$ cat config.mk
export PLATFORM = sky130hd
export DESIGN_NAME = seg_scan_mux
export DESIGN_NICKNAME = d
export VERILOG_FILES = /design/src/rtl/seg_scan_mux_pkg.sv /design/src/rtl/seg_hex_decode.sv /design/src/rtl/seg_scan_mux.sv
export SDC_FILE = /design/constraint.sdc
export NUM_CORES = 1
export LEC_CHECK = 0
export CELL_PAD_IN_SITES_DETAIL_PLACEMENT = 1
export CELL_PAD_IN_SITES_GLOBAL_PLACEMENT = 1
export CORE_ASPECT_RATIO = 0.7
export CORE_UTILIZATION = 43
export DETAILED_ROUTE_END_ITERATION = 8
export PLACE_DENSITY = 0.81
export SETUP_SLACK_MARGIN = 0.5
export SYNTH_ARGS = -nofsm -noshare
export SYNTH_HDL_FRONTEND = slang
export SYNTH_SLANG_ARGS = --single-unit
export TNS_END_PERCENT = 20
$ cat constraint.sdc
create_clock -name clk -period 3.2 [get_ports clk]
set_input_delay 0.64 -clock clk [delete_from_list [all_inputs] [get_ports clk]]
set_output_delay 0.64 -clock clk [all_outputs]
set_load 0.02 [all_outputs]
$ cat src/rtl/seg_scan_mux_pkg.sv
// ----------------------------------------------------------------------------
// seg_scan_mux_pkg
// Shared constants for the seven-segment scan driver:
//   SEG_MAX_DIGITS : largest digit count the scanner is built for
//   SEG_OFF        : active-low "all segments dark" pattern
//   SEG_TABLE      : 16-entry active-low hex glyph table (bit 6 = a, bit 0 = g)
//   seg_lookup()   : nibble -> glyph helper used by seg_hex_decode
// ----------------------------------------------------------------------------
package seg_scan_mux_pkg;

   localparam int SEG_MAX_DIGITS = 8;

   localparam logic [6:0] SEG_OFF = 7'b1111111;

   // Packed so that SEG_TABLE[n] is the glyph for hex digit n; entry 15 first.
   localparam logic [15:0][6:0] SEG_TABLE = {
      7'b0111000,  // F
      7'b0110000,  // E
      7'b1000010,  // d
      7'b0110001,  // C
      7'b1100000,  // b
      7'b0001000,  // A
      7'b0000100,  // 9
      7'b0000000,  // 8
      7'b0001111,  // 7
      7'b0100000,  // 6
      7'b0100100,  // 5
      7'b1001100,  // 4
      7'b0000110,  // 3
      7'b0010010,  // 2
      7'b1001111,  // 1
      7'b0000001   // 0
   };

   function automatic logic [6:0] seg_lookup(input logic [3:0] nib);
      return SEG_TABLE[nib];
   endfunction

endpackage

$ cat src/rtl/seg_hex_decode.sv
// ----------------------------------------------------------------------------
// seg_hex_decode
// Pure combinational hex nibble to active-low seven-segment glyph lookup.
// Ports:
//   nib  in  4 : hex value to display
//   seg  out 7 : active-low segments, bit 6 = a ... bit 0 = g
// ----------------------------------------------------------------------------
module seg_hex_decode
   import seg_scan_mux_pkg::*;
(
   input  logic [3:0] nib,
   output logic [6:0] seg
);

   assign seg = seg_lookup(nib);

endmodule

$ cat src/rtl/seg_scan_mux.sv
// ----------------------------------------------------------------------------
// seg_scan_mux
// Time-multiplexed driver for a common-anode seven-segment display of DIGITS
// digits (1..SEG_MAX_DIGITS). One digit slot is shown every 2^DIV_W clocks.
// All display inputs are captured into shadow registers when the scan wraps
// back to digit 0, so a frame never mixes two input values.
//
// Optional feature macro: SEG_BLINK_EN
//   defined     : adds the blink port, BLINK_W parameter and a per-frame blink
//                 counter whose MSB darkens the digits flagged in blink.
//   not defined : no blink port, no counter, no digit ever blinks.
//
// Ports:
//   clk     in  1         : system clock
//   rst     in  1         : synchronous active-high reset
//   x       in  4*DIGITS  : hex value, nibble i -> digit i, digit 0 rightmost
//   dp_in   in  DIGITS    : decimal point request per digit, 1 = lit
//   blank   in  DIGITS    : force digit dark, 1 = dark
//   lz_en   in  1         : leading-zero suppression enable
//   blink   in  DIGITS    : per-digit blink request (SEG_BLINK_EN only)
//   an      out DIGITS    : digit enables, active-low
//   a_to_g  out 7         : segments, active-low, bit 6 = a, bit 0 = g
//   dp      out 1         : decimal point, active-low
// ----------------------------------------------------------------------------
module seg_scan_mux
   import seg_scan_mux_pkg::*;
#(
   parameter int DIGITS  = 4,
   parameter int DIV_W   = 18
`ifdef SEG_BLINK_EN
   ,
   parameter int BLINK_W = 6
`endif
) (
   input  logic                  clk,
   input  logic                  rst,
   input  logic [4*DIGITS-1:0]   x,
   input  logic [DIGITS-1:0]     dp_in,
   input  logic [DIGITS-1:0]     blank,
   input  logic                  lz_en,
`ifdef SEG_BLINK_EN
   input  logic [DIGITS-1:0]     blink,
`endif
   output logic [DIGITS-1:0]     an,
   output logic [6:0]            a_to_g,
   output logic                  dp
);

   localparam int IDX_W = (DIGITS > 1) ? $clog2(DIGITS) : 1;
   localparam logic [IDX_W-1:0] IDX_LAST = IDX_W'(DIGITS - 1);
   // Digit 0 is never a leading zero; every other slot may be suppressed.
   localparam logic [DIGITS-1:0] LZ_OK = ~DIGITS'(1);

   logic [DIV_W-1:0]      div_r;
   logic [IDX_W-1:0]      idx_r;
   logic                  tick_s;
   logic                  frame_start_s;

   logic [4*DIGITS-1:0]   x_sh_r;
   logic [DIGITS-1:0]     dp_sh_r;
   logic [DIGITS-1:0]     blank_sh_r;
   logic                  lz_sh_r;

   logic [DIGITS-1:0]     sel_s;
   logic [DIGITS:0]       zero_from_s;
   logic [3:0]            nib_s;
   logic [6:0]            seg_s;
   logic                  dp_sel_s;
   logic                  blank_sel_s;
   logic                  lz_hit_s;
   logic                  blink_dark_s;
   logic                  dark_s;

   logic [DIGITS-1:0]     an_r;
   logic [6:0]            seg_r;
   logic                  dp_r;

   assign tick_s        = &div_r;
   assign frame_start_s = tick_s & (idx_r == IDX_LAST);

   // Free-running prescaler; tick fires when it is all ones.
   always_ff @(posedge clk) begin
      if (rst) begin
         div_r <= '0;
      end else begin
         div_r <= div_r + DIV_W'(1);
      end
   end

   // Scan index; explicit wrap so non-power-of-two digit counts never reach DIGITS.
   always_ff @(posedge clk) begin
      if (rst) begin
         idx_r <= '0;
      end else if (tick_s) begin
         if (idx_r == IDX_LAST) begin
            idx_r <= '0;
         end else begin
            idx_r <= idx_r + IDX_W'(1);
         end
      end else begin
         idx_r <= idx_r;
      end
   end

   // Shadow registers, captured only on the tick that starts a new frame.
   always_ff @(posedge clk) begin
      if (rst) begin
         x_sh_r     <= '0;
         dp_sh_r    <= '0;
         blank_sh_r <= '0;
         lz_sh_r    <= 1'b0;
      end else if (frame_start_s) begin
         x_sh_r     <= x;
         dp_sh_r    <= dp_in;
         blank_sh_r <= blank;
         lz_sh_r    <= lz_en;
      end else begin
         x_sh_r     <= x_sh_r;
         dp_sh_r    <= dp_sh_r;
         blank_sh_r <= blank_sh_r;
         lz_sh_r    <= lz_sh_r;
      end
   end

   // Slot selection: one-hot select, selected nibble/dp/blank and leading-zero test.
   // zero_from_s[i] is set when shadow nibbles i..DIGITS-1 are all zero.
   always_comb begin
      sel_s               = '0;
      zero_from_s         = '0;
      zero_from_s[DIGITS] = 1'b1;
      nib_s               = 4'h0;
      dp_sel_s            = 1'b0;
      blank_sel_s         = 1'b0;
      lz_hit_s            = 1'b0;
      for (int i = DIGITS - 1; i >= 0; i--) begin
         sel_s[i]       = (idx_r == IDX_W'(i));
         zero_from_s[i] = (x_sh_r[4*i +: 4] == 4'h0) & zero_from_s[i+1];
         nib_s          = nib_s | (sel_s[i] ? x_sh_r[4*i +: 4] : 4'h0);
         dp_sel_s       = dp_sel_s | (sel_s[i] & dp_sh_r[i]);
         blank_sel_s    = blank_sel_s | (sel_s[i] & blank_sh_r[i]);
         lz_hit_s       = lz_hit_s | (sel_s[i] & zero_from_s[i] & LZ_OK[i]);
      end
   end

`ifdef SEG_BLINK_EN
   logic [BLINK_W-1:0] blink_cnt_r;
   logic [DIGITS-1:0]  blink_sh_r;

   // Blink shadow and per-frame blink counter; the counter MSB is the blink phase.
   always_ff @(posedge clk) begin
      if (rst) begin
         blink_cnt_r <= '0;
         blink_sh_r  <= '0;
      end else if (frame_start_s) begin
         blink_cnt_r <= blink_cnt_r + BLINK_W'(1);
         blink_sh_r  <= blink;
      end else begin
         blink_cnt_r <= blink_cnt_r;
         blink_sh_r  <= blink_sh_r;
      end
   end

   // Current slot is darkened while it is flagged and the blink phase is high.
   always_comb begin
      blink_dark_s = 1'b0;
      for (int i = 0; i < DIGITS; i++) begin
         blink_dark_s = blink_dark_s | (sel_s[i] & blink_sh_r[i]);
      end
      blink_dark_s = blink_dark_s & blink_cnt_r[BLINK_W-1];
   end
`else
   assign blink_dark_s = 1'b0;
`endif

   assign dark_s = blank_sel_s | (lz_sh_r & lz_hit_s) | blink_dark_s;

   seg_hex_decode u_dec (
      .nib (nib_s),
      .seg (seg_s)
   );

   // Registered display outputs for the current slot.
   always_ff @(posedge clk) begin
      if (rst) begin
         an_r  <= '1;
         seg_r <= SEG_OFF;
         dp_r  <= 1'b1;
      end else if (dark_s) begin
         an_r  <= '1;
         seg_r <= SEG_OFF;
         dp_r  <= 1'b1;
      end else begin
         an_r  <= ~sel_s;
         seg_r <= seg_s;
         dp_r  <= ~dp_sel_s;
      end
   end

   assign an     = an_r;
   assign a_to_g = seg_r;
   assign dp     = dp_r;

endmodule

==> summary.md, run 1 <==
| Metric | Value |
|---|---|
| Status | completed |
| Worst path depth | 6 |
| Biggest area consumer among synthesized cells | dfxtp_1 |
| Reg clk slew, reported paths | 0.06 ns |
| Sink Count | 57 |
| Synthesized instance count | 288 |
| R2R cell count | 6 |
| FMAX | 0.426 GHz |
| CTS tree | built |
| Starting density of the core | 0.447 |
| Total Nets Final | 358 |
| Inserted Diodes | 0 |
| Hold path cells | 1 |
| Area delta synth->final | 23.8% |
| Synth Register Bits | 57 |
| PwrDens | 510 mW/mm² |
| PortBufs | 38 |
| Final min period | 2.35 ns |
| Critical path class | reg2reg |
| DRT Pass-1 Iters | 4 |
| Family with the most delay on the worst path | compound AO/OA/AOI/OAI gates |
| Hold Slack | 0.467 ns |
| Crit-path cells | inv_1 > ha_1 > a222oi_1 > o211ai_1 > nor2_1 > o311ai_0 |
| Hold buffer count at CTS | 0 |
| Die Y | 66.7 µm |
| R2r setup slk | about 0.85 ns |
| Clk_lat worst skew | 0.35 ns |
| Post-synth top flop | dfxtp_1 |
| Synthesized area per cell | 8.93 µm² |
| Critical path origin | idx_r[1]$_SDFFE_PP0P_ |
| Largest net degree at the start of global routing | between 40 and 50 |
| Fin Setup TNS | 0 ns |
| Async S/R FF share, synth | 0 |
| CTS Buffer Depth | 2 |
| DRT antenna net count | 0 |
| Initial DRC count | about 140 |
| Pint | 0.00129 W |
| Cts repair resizes | 0 |
| Post-route DRC | 0 |
| Arrival time at the worst endpoint | 2.52 ns |
| Top-count cell post-synth | dfxtp_1 |
| Vias/cell | between 5 and 6 |
| Register area share after synthesis | 0.444 |
| First-pass GRT wire length | 10.7 mm |
| Core area | 0.00576 mm² |
| Clk network pwr share | 0.510 |
| Root Driver | clkbuf_8 |
| Slowest-stage cell, CP | nor2_1 |
| I/O Pins | 39 |
| Sequential share of power | 0.444 |
| Number of enable flip-flop cells after synthesis | 0 |
| Vias in the first global route | about 2100 |
| Combinational share of power | 0.046 |
| WL final | 6.47 mm |
| Fin. max-slew vios | 0 |
| Initial antenna violation count | 0 |
| RSZ-0062 raised after global routing | no |
| Mapped Area | about 0.0026 mm² |
| DIE AREA | 0.00630 mm² |
| Commonest cells in the netlist | 57 x dfxtp_1, 53 x nand2_1, 22 x nor2_1 |
| Worst VDD drop | 0.343 mV |
| Net Sw Power | 0.000332 W |
| Max stage delay on crit path | 0.60 ns |
| Placed cell area | 0.00294 mm² |
| Routed len/inst | 16.1 µm |
| Synth top area share | 0.444 |
| Final setup violation count | 0 |
| Hold Vio Cnt, Final | 0 |
| GPL Wtd Cong | just under 0.8 |
| Vias | 2139 |
| RR Startpoint | idx_r[1]$_SDFFE_PP0P_ |
| Final period utilization | 0.734 |
| Post-CTS setup buffer count | 0 |
| Slew @ Worst Pin | 0.765 ns |
| CP Launch Type | flop |
| Worst Path Max Fanout | 12 |
| Synth area leaders | dfxtp_1 44%, nand2_1 7.7%, a21oi_2 6.8% |
| Die width | between 90 and 100 µm |
| Congestion Overflow GR | 0 |
| Layout Skew | 0.00442 ns |
| Detailed-placement wirelength estimate | 4.37 mm |
| Syn_nets | 323 |
| CP endpoint kind | flop |
| Max-Cap Viols | 0 |
| Synth warn | 0 |
| Post-route cell area | 0.00319 mm² |
| Worst Setup EP | a_to_g[4]$_SDFF_PP1_ |
| Leakage | around 1.1 nW |
| Synth unique cells | 39 |
| Sw frac | 0.204 |
| Hold WC Path Type | reg2reg |
| Tot GR Track Use | 0.234 |
| CTS buffer count | 9 |
| Site row count | 23 |
| Rel. slew slack | 0.488 |
| Htree depth | 3 |
| R2r endpoint | a_to_g[4]$_SDFF_PP1_ |
| Share of cells above drive strength 1 | 0.195 |
| CP bufs+invs | 1 |
| WP data required | 3.37 ns |
==> worst reg2reg max path, delay by kind of cell (launching register included) <==
kind            cells  cell delay (ns)
fa+ha+maj           1             0.31
buf+inv             1             0.10
simple gates        1             0.60
flops               1             0.39
compound gates      3             0.77
==> final cells by class <==
type / instances / area [µm²]
clock buffers: 10 / 138
multi-input cells: 209 / 1290
well taps: 75 / 93.8
flip-flops and latches: 57 / 1140
fillers: 669 / 2570
repair buffers: 40 / 390
inverters: 6 / 22.5
clock inverters: 6 / 105
==> routing by layer <==
metal	global-route usage	up-vias	wire [µm]
met5	0	-	0
met4	0.0923	0	78
met2	0.346	53	2830
met1	0.314	1024	3250
li1	-	1053	-
met3	0.0765	9	314
==> power by group through the flow <==
stage                     Combinational, W  Sequential [W]  Clock (W)
after floorplan                  0.0000205        0.000743          0
after global placement           0.0000736        0.000738          0
after detailed placement         0.0000747        0.000738          0
after CTS                        0.0000752        0.000722   0.000839
after global routing             0.0000805        0.000723   0.000873
final                            0.0000744        0.000722   0.000829
==> through the flow <==
step	setup slack, ns	std cells	total power, W	utilization
after floorplan	1.40	288	0.000764	-
after detailed placement	0.866	387	0.000813	0.511
after global routing	0.710	403	0.00168	0.553
after global placement	1.01	387	0.000811	0.511
final	0.851	403	0.00163	0.553
after CTS	0.816	403	0.00164	0.553
==> logic make-up after synthesis <==
logic type                 Yosys count  share of synthesized area
xor gates and xnor gates            16                     0.0545
adders and majority gates            8                     0.0389
DFF                                 57                      0.444
buffers and inverters               22                     0.0530
AOI/OAI and AO/OA                   52                      0.153
muxes                                2                    0.00778
and+or+nand+nor                    131                      0.249
==> flip-flops by register name, indices dropped and copies added, names as in the netlist <==
signal      count
lz_sh_r         1
dp              1
an              4
x_sh_r         16
idx_r           2
div_r          18
dp_sh_r         4
a_to_g          7
blank_sh_r      4
==> worst min-delay path by stage <==
stage / from / end / slack (ns)
3_5_place_dp: dp_sh_r[0]$_SDFFE_PP0P_ / dp_sh_r[0]$_SDFFE_PP0P_ / 0.46
6_report: div_r[0]$_SDFF_PP0_ / div_r[0]$_SDFF_PP0_ / 0.47
4_1_cts: blank_sh_r[3]$_SDFFE_PP0P_ / blank_sh_r[3]$_SDFFE_PP0P_ / 0.47
3_3_place_gp: div_r[0]$_SDFF_PP0_ / div_r[0]$_SDFF_PP0_ / 0.45
5_1_grt: blank_sh_r[3]$_SDFFE_PP0P_ / blank_sh_r[3]$_SDFFE_PP0P_ / 0.49
2_1_floorplan: div_r[0]$_SDFF_PP0_ / div_r[0]$_SDFF_PP0_ / 0.43
==> placed cells by master (no fill, tap or decap), drive strengths merged, types with 2 or more instances in the layout <==
master	n
xnor2	7
ha	8
nor2	23
clkdlybuf4s50	37
a21oi	30
buf	3
a22oi	12
inv	6
nand3	8
nand2	73
dfxtp	57
nand4	7
xor2	9
clkinv	3
o211ai	3
bufinv	3
and2	3
mux2i	2
and3	4
nor4	3
clkbuf	10
and4	2
nor3	6
Note: power is estimated with default switching activity, not from simulation.
==> run 2, diff against run 1 <==
CORE_UTILIZATION = 36   (was 43)
PLACE_DENSITY = 0.72   (was 0.81)
clock period = 1.9 ns   (was 3.2 ns; I/O delays follow)
==> run 2 against run 1 <==
Effect of this change:
- the flow now finishes with violations (setup timing)
- via count up 12%
- die area is 19% higher
- core utilization increased by 0.40 points
- non-clock buffer count increased by 31
- final cell count is 12% higher
- sequential share of layout area shrank 5.2 points
- combinational power rose by 94%
- clock skew is 0.0040 ns higher
- critical path depth is 1 higher
- sequential power increased by 69%
- register-to-register slack worse by 0.86 ns
- largest cell class unchanged
- highest routed layer unchanged
==> summary.md, run 2 (synthesis results as in run 1) <==
| Metric | Value |
|---|---|
| CP endpoint kind | flop |
| Slew @ Worst Pin | just over 0.6 ns |
| Crit-path cells | inv_6 > ha_4 > a22oi_1 > nand2_2 > nand2_1 > a21boi_0 > o211ai_1 |
| Core area | 0.00682 mm² |
| PwrDens | 674 mW/mm² |
| Largest register FFs | 18 |
| Commonest non-fill, non-tap cell in the layout | dfxtp_1 |
| Root Driver | clkbuf_8 |
| Final period utilization | 1.01 |
| DRT Pass-1 Iters | 4 |
| Layout Skew | 0.00847 ns |
| WP data required | between 2 and 2.5 ns |
| RSZ-0062 raised after global routing | yes |
| R2r setup slk | -0.01 ns |
| Die width | 103 µm |
| Final setup violation count | 1 |
| Detailed-placement wirelength estimate | 4.65 mm |
| Initial antenna violation count | 0 |
| DRT antenna net count | 0 |
| Sink Count | 57 |
| Routed len/inst | 20.1 µm |
| I/O Pins | 39 |
| Htree depth | 3 |
| Max-Cap Viols | 0 |
| Hold WC Path Type | reg2reg |
| Worst Path Max Fanout | 7 |
| FILL cells | 783 |
| Final min period | 1.91 ns |
| Critical path class | reg2reg |
| Hold buffer count at CTS | 0 |
| WL final | 9.11 mm |
| Rel. slew slack | 0.590 |
| Clk_lat worst skew | 0.35 ns |
| Most frequent cells in the layout | 46 x dfxtp_1, 41 x nand2_1, 37 x clkdlybuf4s50_1, 23 x a21oi_2 |
| Initial DRC count | 118 |
| Family with the most delay on the worst path | compound AO/OA/AOI/OAI gates |
| CP Launch Type | flop |
| Starting density of the core | 0.377 |
| Hold path cells | 2 |
| Site row count | 25 |
| Die Y | 72.7 µm |
| Biggest register | div_r |
| Largest net degree at the start of global routing | between 40 and 50 |
| GPL Wtd Cong | roughly 0.78 |
| RR Startpoint | idx_r[1]$_SDFFE_PP0P_ |
| Dpl ws | roughly 0.028 ns |
| Area delta synth->final | 47.8% |
| Arrival time at the worst endpoint | roughly 2.1 ns |
| Footprint of the multi-input gates | between 0.0015 and 0.002 mm² |
| Fin. max-slew vios | 0 |
| R2r endpoint | a_to_g[0]$_SDFF_PP1_ |
| CP bufs+invs | 1 |
| FMAX | 0.523 GHz |
| Vias in the first global route | ~2500 |
| First-pass GRT wire length | 13.2 mm |
| Worst VDD drop | approximately 0.31 mV |
| Leakage | ~1.4 nW |
| Total Nets Final | 389 |
| Share of cells above drive strength 1 | 0.387 |
| Vias | between 2000 and 2500 |
| Max stage delay on crit path | 0.41 ns |
| CTS buffer count | 9 |
| Tot GR Track Use | 0.237 |
| Post-route DRC | 0 |
| Reg clk slew, reported paths | approximately 0.060 ns |
| Hold Slack | 0.474 ns |
| Sequential Area | between 0.001 and 0.0015 mm² |
| CTS Buffer Depth | 2 |
| Final Worst Setup Slack | -0.0129 ns |
| Hold Path Origin | blank_sh_r[0]$_SDFFE_PP0P_ |
| Min-Delay Endpoint | blank_sh_r[0]$_SDFFE_PP0P_ |
| Inserted Diodes | 0 |
| Hold Vio Cnt, Final | 0 |
| Vias/cell | 5.31 |
| Slowest-stage cell, CP | dfxtp_4 |
| PortBufs | 38 |
| Status | finished, violations left |
| R2R cell count | 7 |
| Failing checks | setup timing |
| DIE AREA | approximately 0.0075 mm² |
| Design Power | roughly 0.0026 W |
| Congestion Overflow GR | 0 |
| CTS tree | built |
==> run 2: cell types whose count changed in the layout (fill, tap and decap cells not counted), moves of 4 or more <==
cell / change
a22oi_1: -4
a22oi_2: +4
buf_4: +20
dfxtp_1: -11
dfxtp_2: +7
dfxtp_4: +4
ha_1: -7
ha_4: +6
nand2_1: -12
nand2_4: +10
==> run 2: metal layers <==
metal,global-route usage,vias to the layer above,share of wire
met4,0.114,0,0.025
met1,0.305,1192,0.43
met2,0.379,76,0.50
met3,0.0517,21,0.046
li1,-,1116,-
met5,0,-,0
==> run 2: worst reg2reg max path: stages (launching register included) <==
cell      delay [ns]
dfxtp_4         0.41
inv_6           0.06
ha_4            0.19
a22oi_1         0.33
nand2_2         0.16
nand2_1         0.12
a21boi_0        0.31
o211ai_1        0.18
==> run 2: worst max path at each step <==
stage	depth (start not counted)	startpoint	slack, ns	end
after floorplan	8	idx_r[1]$_SDFFE_PP0P_	0.28	a_to_g[3]$_SDFF_PP1_
after global placement	8	idx_r[0]$_SDFFE_PP0P_	0.09	a_to_g[6]$_SDFF_PP1_
after detailed placement	8	idx_r[0]$_SDFFE_PP0P_	0.03	a_to_g[6]$_SDFF_PP1_
after CTS	7	idx_r[1]$_SDFFE_PP0P_	0.21	a_to_g[1]$_SDFF_PP1_
after global routing	7	idx_r[0]$_SDFFE_PP0P_	-0.13	a_to_g[0]$_SDFF_PP1_
final	7	idx_r[1]$_SDFFE_PP0P_	-0.01	a_to_g[0]$_SDFF_PP1_
==> run 2: per-stage QoR <==
step / instances / cell area, µm² / TNS, ns / utilization
4_1_cts: 445 / 3650 / 0 / 0.535
3_3_place_gp: 413 / 3070 / 0 / 0.450
3_5_place_dp: 413 / 3070 / 0 / 0.450
6_report: 453 / 3800 / -0.0129 / 0.557
5_1_grt: 453 / 3800 / -0.346 / 0.557
2_1_floorplan: 288 / 2610 / 0 / -
==> run 2: area by class of cell <==
type | instances | share of cell area
clock inverters | 2 | 0.00922
clock buffers | 14 | 0.0454
multi-input cells | 209 | 0.399
well taps | 94 | 0.0309
repair buffers | 71 | 0.202
inverters | 6 | 0.00724
flip-flops and latches | 57 | 0.306
==> run 2: power breakdown <==
group | internal [W] | switching, W | total [W]
Clock | 0.000712 | 0.000492 | 0.00120
Combinational | 0.0000808 | 0.0000628 | 0.000144
Sequential | 0.00121 | 0.00000972 | 0.00122
Total | 0.00200 | 0.000565 | 0.00256
==> run 2: timing repair <==
item,4_1_cts,5_1_grt
pin swaps,9,11
endpoints found under the setup margin,58,63
resized for setup,44,26
buffers inserted,12,6
gates cloned,4,2
==> run 3, diff against run 2 <==
SLEW_MARGIN = 10   (was unset)
==> results of run 3 <==
Final layout, timing and power as in run 2 (identical DEF).
